## config.mk

```make
export PLATFORM = sky130hd
export DESIGN_NAME = lcd_update_queue
export DESIGN_NICKNAME = d
export VERILOG_FILES = /design/src/rtl/lcd_update_queue.sv
export SDC_FILE = /design/constraint.sdc
export NUM_CORES = 1
export LEC_CHECK = 0
export ABC_AREA = 1
export CAP_MARGIN = 20
export CORE_MARGIN = 3
export CORE_UTILIZATION = 45
export CTS_CLUSTER_DIAMETER = 40
export DETAILED_ROUTE_END_ITERATION = 7
export DONT_BUFFER_PORTS = 1
export SLEW_MARGIN = 20
export SYNTH_ARGS = -nofsm -noshare
export SYNTH_HDL_FRONTEND = slang
export SYNTH_SLANG_ARGS = --single-unit
```

## constraint.sdc

```tcl
create_clock -name clk_50MHz -period 2.35 [get_ports clk_50MHz]
set_input_delay 0.235 -clock clk_50MHz [delete_from_list [all_inputs] [get_ports clk_50MHz]]
set_output_delay 0.235 -clock clk_50MHz [all_outputs]
set_load 0.01 [all_outputs]
```

## src/rtl/lcd_update_queue.sv

```systemverilog
`default_nettype none
// ============================================================================
// Module      : lcd_update_queue
// Description : Queues retired-instruction records and paces them to an LCD
//               controller with a holdoff between update strobes.
//               Optional macro LCD_QUEUE_OVERWRITE_EN: a push into a full FIFO
//               replaces the newest entry instead of being dropped.
// Revision    : 1.0 - initial release
// ============================================================================
module lcd_update_queue #(
    parameter int DEPTH   = 4,
    parameter int HOLDOFF = 40000
) (
    input  logic        clk_50MHz,
    input  logic        reset_n,
    input  logic        system_on,
    input  logic        instr_done,
    input  logic [2:0]  instr_opcode,
    input  logic [3:0]  instr_reg,
    input  logic [15:0] instr_value,
    input  logic        lcd_ready,
    output logic        display_enable,
    output logic [2:0]  opcode_last,
    output logic [3:0]  reg_number,
    output logic [15:0] reg_value,
    output logic        fifo_full,
    output logic        fifo_empty,
    output logic [3:0]  count,
    output logic        overflow
);

    localparam int             PTR_W     = (DEPTH > 1) ? $clog2(DEPTH) : 1;
    localparam logic [PTR_W-1:0] PTR_ONE = PTR_W'(1);
    localparam logic [3:0]     DEPTH_C   = 4'(DEPTH);
    localparam logic [15:0]    HOLD_LAST = 16'(HOLDOFF - 1);

    typedef enum logic [1:0] {
        IDLE  = 2'd0,
        ISSUE = 2'd1,
        HOLD  = 2'd2
    } state_t;

    state_t            state;
    state_t            state_next;
    logic [15:0]       hold_cnt;
    logic [15:0]       hold_cnt_next;
    logic [PTR_W-1:0]  wr_ptr;
    logic [PTR_W-1:0]  rd_ptr;
    logic [22:0]       mem [DEPTH];
    logic              push_req;
    logic              pop;
    logic              do_push;
    logic              do_overwrite;
    logic              push_blocked;

    assign fifo_full    = (count == DEPTH_C);
    assign fifo_empty   = (count == 4'd0);
    assign push_req     = instr_done & system_on;
    // A concurrent pop frees a slot, so a full FIFO can still accept the push.
    assign do_push      = push_req & (~fifo_full | pop);
    assign push_blocked = push_req & fifo_full & ~pop;
`ifdef LCD_QUEUE_OVERWRITE_EN
    assign do_overwrite = push_blocked;
`else
    assign do_overwrite = 1'b0;
`endif

    always_comb begin
        state_next    = state;
        hold_cnt_next = hold_cnt;
        pop           = 1'b0;
        case (state)
            IDLE: begin
                if (!fifo_empty && lcd_ready) begin
                    state_next = ISSUE;
                    pop        = 1'b1;
                end
            end
            ISSUE: begin
                state_next    = HOLD;
                hold_cnt_next = 16'd0;
            end
            HOLD: begin
                if (hold_cnt == HOLD_LAST) begin
                    if (lcd_ready) begin
                        state_next = IDLE;
                    end
                end else begin
                    hold_cnt_next = hold_cnt + 16'd1;
                end
            end
            default: state_next = IDLE;
        endcase
        if (!system_on) begin
            state_next    = IDLE;
            hold_cnt_next = 16'd0;
            pop           = 1'b0;
        end
    end

    always_ff @(posedge clk_50MHz or negedge reset_n) begin
        if (!reset_n) begin
            state          <= IDLE;
            hold_cnt       <= 16'd0;
            display_enable <= 1'b0;
        end else begin
            state          <= state_next;
            hold_cnt       <= hold_cnt_next;
            display_enable <= (state_next == ISSUE);
        end
    end

    always_ff @(posedge clk_50MHz or negedge reset_n) begin
        if (!reset_n) begin
            wr_ptr   <= '0;
            rd_ptr   <= '0;
            count    <= 4'd0;
            overflow <= 1'b0;
        end else if (!system_on) begin
            wr_ptr <= '0;
            rd_ptr <= '0;
            count  <= 4'd0;
        end else begin
            if (do_push) begin
                wr_ptr <= wr_ptr + PTR_ONE;
            end
            if (pop) begin
                rd_ptr <= rd_ptr + PTR_ONE;
            end
            count <= count + {3'b000, do_push} - {3'b000, pop};
            if (push_blocked) begin
                overflow <= 1'b1;
            end
        end
    end

    // Storage carries no reset; occupancy alone defines which entries are valid.
    always_ff @(posedge clk_50MHz) begin
        if (do_push) begin
            mem[wr_ptr] <= {instr_opcode, instr_reg, instr_value};
        end else if (do_overwrite) begin
            mem[wr_ptr - PTR_ONE] <= {instr_opcode, instr_reg, instr_value};
        end
    end

    always_ff @(posedge clk_50MHz or negedge reset_n) begin
        if (!reset_n) begin
            opcode_last <= 3'd0;
            reg_number  <= 4'd0;
            reg_value   <= 16'd0;
        end else if (pop) begin
            {opcode_last, reg_number, reg_value} <= mem[rd_ptr];
        end
    end

endmodule
`default_nettype wire

```

Word-level counts from Yosys, hierarchy flattened
Memories as Yosys holds them, arrays and structs flattened. A register that Yosys moved wholly into a read port is not among the register bits.
Cells that the tools add are included.
{ "classes": {"n_addsub": 5, "n_eq_ne": 9, "muxes": 18, "bitwise_logic": 7, "reduce_logical": 7} }
{ "op_table": {"columns": ["cell", "n"], "rows": [
  ["16-bit two-way mux", 2],
  ["16-bit one-hot mux with 2 select lines", 1],
  ["16-bit by 1-bit adder with 16-bit output, second input constant", 1],
  ["16-bit == test, second input constant", 1],
  ["2-bit two-way mux", 8],
  ["2-bit one-hot mux with 3 select lines", 1],
  ["1-bit two-way mux", 5],
  ["2-bit by 1-bit adder with 2-bit output, second input constant", 2],
  ["4-bit by 1-bit adder with 4-bit output", 1],
  ["1-bit AND", 4],
  ["2-bit by 1-bit == test with 1-bit output, second input constant", 2],
  ["4-bit by 3-bit == test with 1-bit output, second input constant", 1],
  ["4-bit logical NOT", 1],
  ["4-bit two-way mux", 1],
  ["2-bit by 1-bit inequality test with 1-bit output, second input constant", 2],
  ["2-bit AND reduction", 2],
  ["4-bit by 1-bit subtractor with 4-bit output", 1],
  ["3-bit by 1-bit inequality test with 1-bit output, second input constant", 1],
  ["3-bit inequality test, second input constant", 1],
  ["2-bit == test, second input constant", 1],
  ["1-bit logical NOT", 2],
  ["2-bit logical NOT", 1],
  ["1-bit NOT", 2],
  ["1-bit logical AND", 1],
  ["1-bit OR", 1]
]} }
{ "word_totals": {"register_bits": 28, "ramBits": 92, "in_bits": 28, "output_inout_bits": 31, "word_cells": 54, "memories": 1} }
{ "memory_table": {"columns": ["name", "words", "width", "read_ports", "rd_clocked_by_memory_dff", "wr", "line_no", "source"], "rows": [
  ["mem", 4, 23, 1, 1, 1, "49", "logic [22:0] mem [DEPTH];"]
]} }

Logic depth before layout (Yosys ltp)
Gate-level depths: netlist of run 1.
{ "depth": {"ltp_word": 11, "depth_mapped": 14, "mapped_depth_nobuf": 14} }

Worst setup path after synthesis of run 1
Ideal clock, no wire load.
{ "synth_timing": {"path_kind": "reg-to-reg", "startpoint": "register count[2]", "endpoint": "memory mem[0][0], enable pin", "setup_ns": 0.403, "arrival_ns": 2.143, "required_time_ns": 1.947, "setup_slack_ns": -0.195, "stages_incl_launch_ff": 8, "n_path_buf": 0, "synth_period_minus_slack_ns": 2.545, "cell_sequence": "dfrtp_1 -> inv_1 -> ha_1 -> nand2_1 -> nand3_2 -> nand2_1 -> nand2_2 -> nor2_1"} }
{ "synth_via": {"elab_chain_cells": 10, "elab_cells_between_ends": 12} }
{ "synth_rtl": {"columns": ["element", "line_no", "source"], "rows": [
  ["start, declared", "28", "output logic [3:0] count,"],
  ["start signal, assigned", "130", "count <= count + {3'b000, do_push} - {3'b000, pop};"],
  ["4-bit logical NOT", "57", "assign fifo_empty = (count == 4'd0);"],
  ["1-bit logical NOT", "74", "if (!fifo_empty && lcd_ready) begin"],
  ["1-bit logical AND", "74", null],
  ["1-bit two-way mux", "74", null],
  ["1-bit two-way mux", "72", "case (state)"],
  ["1-bit two-way mux", "94", "if (!system_on) begin"],
  ["1-bit OR (*)", "60", "assign do_push = push_req & (~fifo_full | pop);"],
  ["1-bit AND (*)", "60", null],
  ["1-bit two-way mux (*)", "139", "if (do_push) begin"],
  ["1-bit two-way mux (implied by the code) (*)", "140", "mem[wr_ptr] <= {instr_opcode, instr_reg, instr_value};"],
  ["end, declared", "49", null]
]} }
Mark *: on every way between the ends. The rest lies on a longest branch, timed or not.

Worst setup path in the final report of run 1
{ "layout_timing": {"startpoint": "register count[2]", "endpoint": "register count[2]"} }
{ "layout_via": {"elab_chain_cells": 11, "elab_cells_between_ends": 13} }
{ "layout_rtl": {"columns": ["element", "line_no", "source"], "rows": [
  ["4-bit logical NOT", "57", null],
  ["1-bit logical NOT", "74", null],
  ["1-bit logical AND", "74", null],
  ["1-bit two-way mux", "74", null],
  ["1-bit two-way mux", "72", null],
  ["1-bit two-way mux", "94", null],
  ["1-bit OR", "60", null],
  ["1-bit AND", "60", null],
  ["4-bit by 1-bit adder with 4-bit output", "130", null],
  ["4-bit by 1-bit subtractor with 4-bit output (*)", "130", null],
  ["4-bit two-way mux (*)", "119", "end else if (!system_on) begin"]
]} }
Marked as above.
A chain may end at the register's enable or synchronous reset.

==> results of run 1 <==
[layer usage]
| metal | GRT usage [%] | vias to the layer above | wire length [um] | part of all wire [%] |
|---|---|---|---|---|
| met2 | 29.85 | 92 | 6279 | 49 |
| met1 | 24.11 | 1992 | 5573 | 44 |
| li1 | - | 1998 | - | - |
| met5 | 0 | - | 0 | 0 |
| met3 | 5.714 | 23 | 676 | 5.3 |
| met4 | 7.208 | 0 | 218 | 1.7 |
[final cells by class]
class,instances,area (um2),share of cell area (%)
multi-input combinational,363,1841,25.24
timing repair buffer,39,437.9,6.004
inverter,38,142.6,1.956
tap,172,215.2,2.951
clock buffer,21,460.4,6.313
sequential,143,4039,55.38
clock inverter,11,157.7,2.162
[how the worst min path moves through the flow]
stage              start       endpoint
6_report       system_on       overflow
3_5_place_dp     reset_n  reg_value[14]
5_1_grt        system_on       overflow
2_1_floorplan    reset_n       count[0]
3_3_place_gp     reset_n  reg_value[14]
4_1_cts        system_on    hold_cnt[4]
[cell usage after synthesis (2+ instances only)]
cell	number
sky130_fd_sc_hd__nand3_1	13
sky130_fd_sc_hd__nor2_4	2
sky130_fd_sc_hd__o21bai_1	2
sky130_fd_sc_hd__nand2_2	3
sky130_fd_sc_hd__nand4_1	10
sky130_fd_sc_hd__inv_1	34
sky130_fd_sc_hd__buf_1	2
sky130_fd_sc_hd__nand3_2	5
sky130_fd_sc_hd__o21ai_2	6
sky130_fd_sc_hd__buf_2	11
sky130_fd_sc_hd__o21ai_0	28
sky130_fd_sc_hd__nor2_2	2
sky130_fd_sc_hd__a21oi_1	4
sky130_fd_sc_hd__buf_6	2
sky130_fd_sc_hd__nand2_4	2
sky130_fd_sc_hd__edfxtp_1	92
sky130_fd_sc_hd__clkbuf_1	7
sky130_fd_sc_hd__o32ai_1	23
sky130_fd_sc_hd__nand2_1	140
sky130_fd_sc_hd__ha_1	10
sky130_fd_sc_hd__nor2_1	100
sky130_fd_sc_hd__inv_2	4
sky130_fd_sc_hd__nor3_1	2
sky130_fd_sc_hd__dfrtp_1	51
[per-stage QoR]
stage | power [mW] | setup slack (ns) | cell area, um2 | TNS (ns) | std cells
floorplan | 4.340 | -0.1954 | 6116 | -17.97 | 567
finish | 7.510 | 0.1990 | 7293 | 0 | 787
global route | 7.938 | -0.001881 | 7293 | -0.001881 | 787
detailed placement | 4.730 | 0.1531 | 6382 | 0 | 729
CTS | 7.593 | 0.1208 | 7278 | 0 | 787
global placement | 4.696 | 0.2358 | 6382 | 0 | 729
[cell families after synthesis]
kind of cell               count (synthesis)  synth area share, %
and+or+nand+nor                          283                19.54
DFF                                      143                66.04
AOI/OAI and AO/OA                         67                7.488
buffers and inverters                     61                4.276
adders and majority gates                 11                2.373
xor gates and xnor gates                   2               0.2865
[timing repair]
item                                    in CTS  in global routing
endpoints found under the hold margin      156                  0
endpoints found under the setup margin       0                  2
gates resized for setup                      0                  3
buffers inserted                             0                  0
hold buffers                                26                  0
[worst max-delay path, stage by stage, from the launching register on]
cell                      delay [ns]
sky130_fd_sc_hd__dfrtp_1        0.43
sky130_fd_sc_hd__inv_1          0.11
sky130_fd_sc_hd__ha_1           0.16
sky130_fd_sc_hd__nand2_2        0.10
sky130_fd_sc_hd__nand3_4        0.13
sky130_fd_sc_hd__nand2_1        0.09
sky130_fd_sc_hd__nand2_2        0.08
sky130_fd_sc_hd__inv_2          0.04
sky130_fd_sc_hd__nand2_1        0.05
sky130_fd_sc_hd__nand2_1        0.05
sky130_fd_sc_hd__ha_1           0.21
sky130_fd_sc_hd__fa_1           0.38
sky130_fd_sc_hd__xnor2_1        0.15
sky130_fd_sc_hd__nor2_1         0.05
[flip-flops by register name, indices dropped and copies added (netlist names)]
register        cells
mem                92
wr_ptr              2
state               2
opcode_last         3
overflow            1
rd_ptr              2
reg_number          4
reg_value          16
hold_cnt           16
count               4
display_enable      1
[where the power goes]
| part | total [mW] | switching [mW] | internal [mW] |
|---|---|---|---|
| registers | 3.33 | 0.304 | 3.03 |
| clock network | 2.75 | 1.01 | 1.74 |
| logic | 1.42 | 0.915 | 0.509 |
==> metrics.csv, run 1 <==
stage;metric;value;unit
floorplanning;Chip Height;122.6;um
clocking;CTS tree;done;
synthesis;number of synthesized register bits;143;
setup_path;Req. time, crit path;2.65;ns
placement;weighted congestion reported at the end of routability-driven placement;0.8410;
drt;DRC marker count from the first detailed-route iteration;251;
setup_path;maximum fanout along the worst path;5;
setup_path;type of the worst setup path;reg2reg;
final_layout;commonest cells after routing, fill and taps aside;139 x sky130_fd_sc_hd__nand2_1, 96 x sky130_fd_sc_hd__nor2_1, 92 x sky130_fd_sc_hd__edfxtp_1, 51 x sky130_fd_sc_hd__dfrtp_1, 34 x sky130_fd_sc_hd__inv_1;
sta;Worst Hold Slack;0.02054;ns
global_routing;initial antenna violation count;0;
drt;number of iterations in the first detailed-routing pass;4;
drt;Total Routed Length;12750;um
clocking;buffer levels on the longest clock path;2;
worst_hold_path;Hold Path Class;in2reg;
synthesis;count of flip-flops with a built-in enable after synthesis;92;
power;total leakage power;2.891;nW
clocking;clk slew on worst S/H paths;0.06;ns
floorplanning;width of the die;122.6;um
sta;minimum period implied by the final worst setup slack;2.151;ns
synthesis;area share of the largest cell type after synthesis;45.17;%
final_layout;antenna fix cells;0;
sta;worst clock skew;0.007882;ns
clocking;total CTS buffers;17;
synthesis;Main synth FF type;sky130_fd_sc_hd__edfxtp_1;
run_status;outcome;completed;
drt;DRC Markers;0;
setup_path;critical path capture point;count[2];
final_layout;final core area utilization;56.42;%
clocking;worst-skew pair later-pin latency;0.42;ns
setup_path;element type at the critical path start;flop;
clocking;count of clock tree sinks;143;
sta;Worst slew margin;58.25;%
floorplanning;I/O pins;59;
synthesis;average size of a mapped cell;10.79;um2
final_layout;leading cell type in the layout, fill and taps excluded;sky130_fd_sc_hd__nand2_1;
sta;final period utilization;91.53;%
worst_hold_path;number of stages on the worst hold path;2;
final_layout;Area Overhead vs Synth;19.25;%
synthesis;total of warnings raised by yosys;0;
setup_path;end of the worst register-to-register path;count[2];
global_routing;Overall Global Routing Usage;18.70;%
final_layout;Fillers;1106;
synthesis;net count after synthesis;606;
setup_path;setup slack of the most critical reg-to-reg path;0.20;ns
global_routing;largest net degree at the start of global routing;52;
synthesis;Distinct cells, synth;36;
power;PwrDens;1030;nW/um2
global_routing;global-route wire length before repair;21400;um
sta;maximum clock frequency;0.4649;GHz
setup_path;start of the worst register-to-register path;count[2];
synthesis;gate count of the mapped netlist;567;
drt;total via count after detailed routing;4105;
synthesis;sequential fraction of the synthesis area;66.04;%
drt;detail-routed via count per cell;5.216;
setup_path;Crit. End Element;flop;
global_routing;vias in the first global route;4215;
synthesis;async set or reset register ratio after synthesis;35.66;%
setup_path;count of cells along the worst register-to-register path;13;
sta;Finish-stage setup viols;0;
clocking;Clock H-tree levels;4;
global_routing;residual overflow from global routing;0;
final_layout;share of post-route cells with drive strength above 1;12.52;%
floorplanning;initial standard-cell utilization of the core;47.31;%
setup_path;critical path data arrival time;2.45;ns
final_layout;net count reported at finish;641;
floorplanning;floorplan row count;41;
drt;WL/cell;16.20;um
sta;slew at the pin with the worst max-slew slack;0.6242;ns
floorplanning;Total Die Area;15030;um2
setup_path;Crit. Startpoint;count[2];
synthesis;cell type with the largest total area after synthesis;sky130_fd_sc_hd__edfxtp_1;
clocking;Clock Root Buffer;sky130_fd_sc_hd__clkbuf_16;
floorplanning;placeable core region;12930;um2
sta;final max-slew violation count;0;
synthesis;mapped cell area;6116;um2
synthesis;leading cell types by total area after synthesis;sky130_fd_sc_hd__edfxtp_1 45%, sky130_fd_sc_hd__dfrtp_1 21%, sky130_fd_sc_hd__nand2_1 8.6%;
power;largest voltage drop on the vdd net;0.7981;mV
placement;IO Port Bufs;0;
run;# Max-Cap Violations;0;
drt;Antenna Nets Post-Route;0;
sta;endpoints failing hold;0;
placement;half-perimeter wire length of the detailed placement result;7511;um
(Power assumes the default switching activity.)
==> inputs of run 2 (changes only) <==
==> constraint.sdc (replaced) <==
create_clock -name clk_50MHz -period 2.2 [get_ports clk_50MHz]
set_input_delay 0.22 -clock clk_50MHz [delete_from_list [all_inputs] [get_ports clk_50MHz]]
set_output_delay 0.22 -clock clk_50MHz [all_outputs]
set_load 0.01 [all_outputs]
==> run 2 against run 1 <==
Effect of this change:
- via count increased by 0.15%
- register-to-register slack got worse by 0.07 ns
- final area increased by 0.38%
- worst hold slack improved by 0.028 ns
- core utilization increased by 0.21 points
==> metrics.csv, run 2 (synthesis results as in run 1) <==
stage;metric;value;unit
placement;half-perimeter wire length of the detailed placement result;7761;um
setup_path;critical path data arrival time;2.43;ns
global_routing;Overall Global Routing Usage;18.29;%
power;PwrDens;1088;nW/um2
placement;number of placed instances with taps included;732;
floorplanning;width of the die;122.6;um
worst_hold_path;Hold Path Class;in2reg;
drt;DRC Markers;0;
final_layout;Top Registers;mem: 92 flops, hold_cnt: 16 flops, reg_value: 16 flops;
run;# Max-Cap Violations;0;
sta;Final TNS setup;0;ns
final_layout;share of post-route cells with drive strength above 1;14.65;%
setup_path;Crit. End Element;flop;
final_layout;final instance count without filler cells;793;
final_layout;net count reported at finish;647;
setup_path;type of the worst setup path;reg2reg;
final_layout;Top reg by flops;mem;
floorplanning;initial standard-cell utilization of the core;47.31;%
worst_hold_path;Worst Min Path Start;system_on;
sta;final max-slew violation count;0;
placement;weighted congestion reported at the end of routability-driven placement;0.8720;
worst_hold_path;end point of the worst hold path;overflow;
sta;worst clock skew;0.007897;ns
final_layout;leading cell type in the layout, fill and taps excluded;sky130_fd_sc_hd__nand2_1;
sta;endpoints failing hold;0;
setup_path;end of the worst register-to-register path;count[1];
power;largest voltage drop on the vdd net;0.6285;mV
final_layout;final core area utilization;56.63;%
clocking;Clock Root Buffer;sky130_fd_sc_hd__clkbuf_16;
placement;IO Port Bufs;0;
global_routing;initial antenna violation count;0;
floorplanning;Chip Height;122.6;um
global_routing;vias in the first global route;4118;
run_status;outcome;completed;
setup_path;count of cells along the worst register-to-register path;13;
clocking;CTS tree;done;
floorplanning;Total Die Area;15030;um2
drt;WL/cell;15.91;um
setup_path;start of the worst register-to-register path;count[2];
setup_path;setup slack of the most critical reg-to-reg path;0.12;ns
drt;Antenna Nets Post-Route;0;
drt;detail-routed via count per cell;5.184;
drt;number of iterations in the first detailed-routing pass;5;
clocking;count of clock tree sinks;143;
final_layout;commonest cells after routing, fill and taps aside;138 x sky130_fd_sc_hd__nand2_1, 96 x sky130_fd_sc_hd__nor2_1, 92 x sky130_fd_sc_hd__edfxtp_1, 49 x sky130_fd_sc_hd__dfrtp_1, 33 x sky130_fd_sc_hd__inv_1;
floorplanning;placeable core region;12930;um2
clocking;Clock H-tree levels;4;
clocking;buffer levels on the longest clock path;2;
sta;Worst slew margin;54.91;%
clocking;total CTS buffers;17;
global_routing;largest net degree at the start of global routing;52;
clocking;worst-skew pair later-pin latency;0.42;ns
sta;unrepaired setup endpoints after global routing;no;
final_layout;antenna fix cells;0;
worst_hold_path;number of stages on the worst hold path;2;
sta;final period utilization;94.32;%
sta;maximum clock frequency;0.4819;GHz
sta;minimum period implied by the final worst setup slack;2.075;ns
final_layout;Area Overhead vs Synth;19.70;%
sta;slew at the pin with the worst max-slew slack;0.6741;ns
global_routing;global-route wire length before repair;20740;um
power;total leakage power;2.907;nW
drt;total via count after detailed routing;4111;
sta;Finish-stage setup viols;0;
setup_path;Req. time, crit path;2.55;ns
final_layout;flip-flop count of the largest register, all copies and words added;92;
setup_path;maximum fanout along the worst path;5;
drt;DRC marker count from the first detailed-route iteration;224;
setup_path;element type at the critical path start;flop;
global_routing;residual overflow from global routing;0;
clocking;clk slew on worst S/H paths;0.06;ns
floorplanning;floorplan row count;41;
drt;Total Routed Length;12620;um
floorplanning;I/O pins;59;
-- run 2: repair_timing --
item                                    4_1_cts  5_1_grt
pin swaps                                     0        2
endpoints found under the setup margin        1        3
buffers inserted                              0        3
cloned                                        0        0
endpoints found under the hold margin       157        0
hold buffers                                 26        0
resized for setup                             2        9
-- run 2: routing by layer --
layer	part of all wire [%]	track usage, %
met5	0	0
met2	50	30.26
met1	44	22.65
met3	5.2	5.392
met4	1.3	7.278
-- run 2: worst max-delay path, stage by stage, from the launching register on --
cell                      delay [ns]
sky130_fd_sc_hd__dfrtp_2        0.44
sky130_fd_sc_hd__inv_2          0.08
sky130_fd_sc_hd__ha_2           0.17
sky130_fd_sc_hd__nand2_2        0.08
sky130_fd_sc_hd__nand3_4        0.12
sky130_fd_sc_hd__nand2_2        0.07
sky130_fd_sc_hd__nand2_2        0.08
sky130_fd_sc_hd__inv_2          0.05
sky130_fd_sc_hd__nand2_1        0.06
sky130_fd_sc_hd__nand2_1        0.06
sky130_fd_sc_hd__ha_2           0.19
sky130_fd_sc_hd__fa_2           0.51
sky130_fd_sc_hd__nand2_1        0.04
sky130_fd_sc_hd__inv_1          0.08
-- run 2: layout make-up --
class,instances,area (um2)
Fill cell,1093,5607
Sequential cell,143,4041
Multi-Input combinational cell,363,1863
Timing Repair Buffer,45,470.5
Clock buffer,20,456.7
Tap cell,172,215.2
Inverter,38,142.6
Clock inverter,12,131.4
-- run 2: power breakdown --
| group | leakage [nW] | total [mW] | internal (mW) | switching (mW) |
|---|---|---|---|---|
| registers | 1.50 | 3.58 | 3.24 | 0.342 |
| logic | 1.11 | 1.57 | 0.588 | 0.983 |
| clock network | 0.291 | 2.82 | 1.73 | 1.08 |
-- run 2: through the flow --
stage                     hold WS (ns)  setup slack, ns  total power, mW  area, um2
final                          0.04858           0.1249            7.968       7321
after global routing           0.04598          0.01365            8.437       7321
after CTS                      0.02065          0.01272            8.035       7271
after detailed placement      -0.07383          0.01236            5.088       6397
after global placement        -0.07352           0.1311            5.038       6397
after floorplan               -0.07559          -0.3454            4.639       6121
-- run 2: worst max path at each step --
stage,to,from
floorplan,mem[0][0],count[2]
global placement,count[2],count[2]
detailed placement,count[2],count[2]
CTS,count[2],count[2]
global route,count[1],count[2]
finish,count[1],count[2]
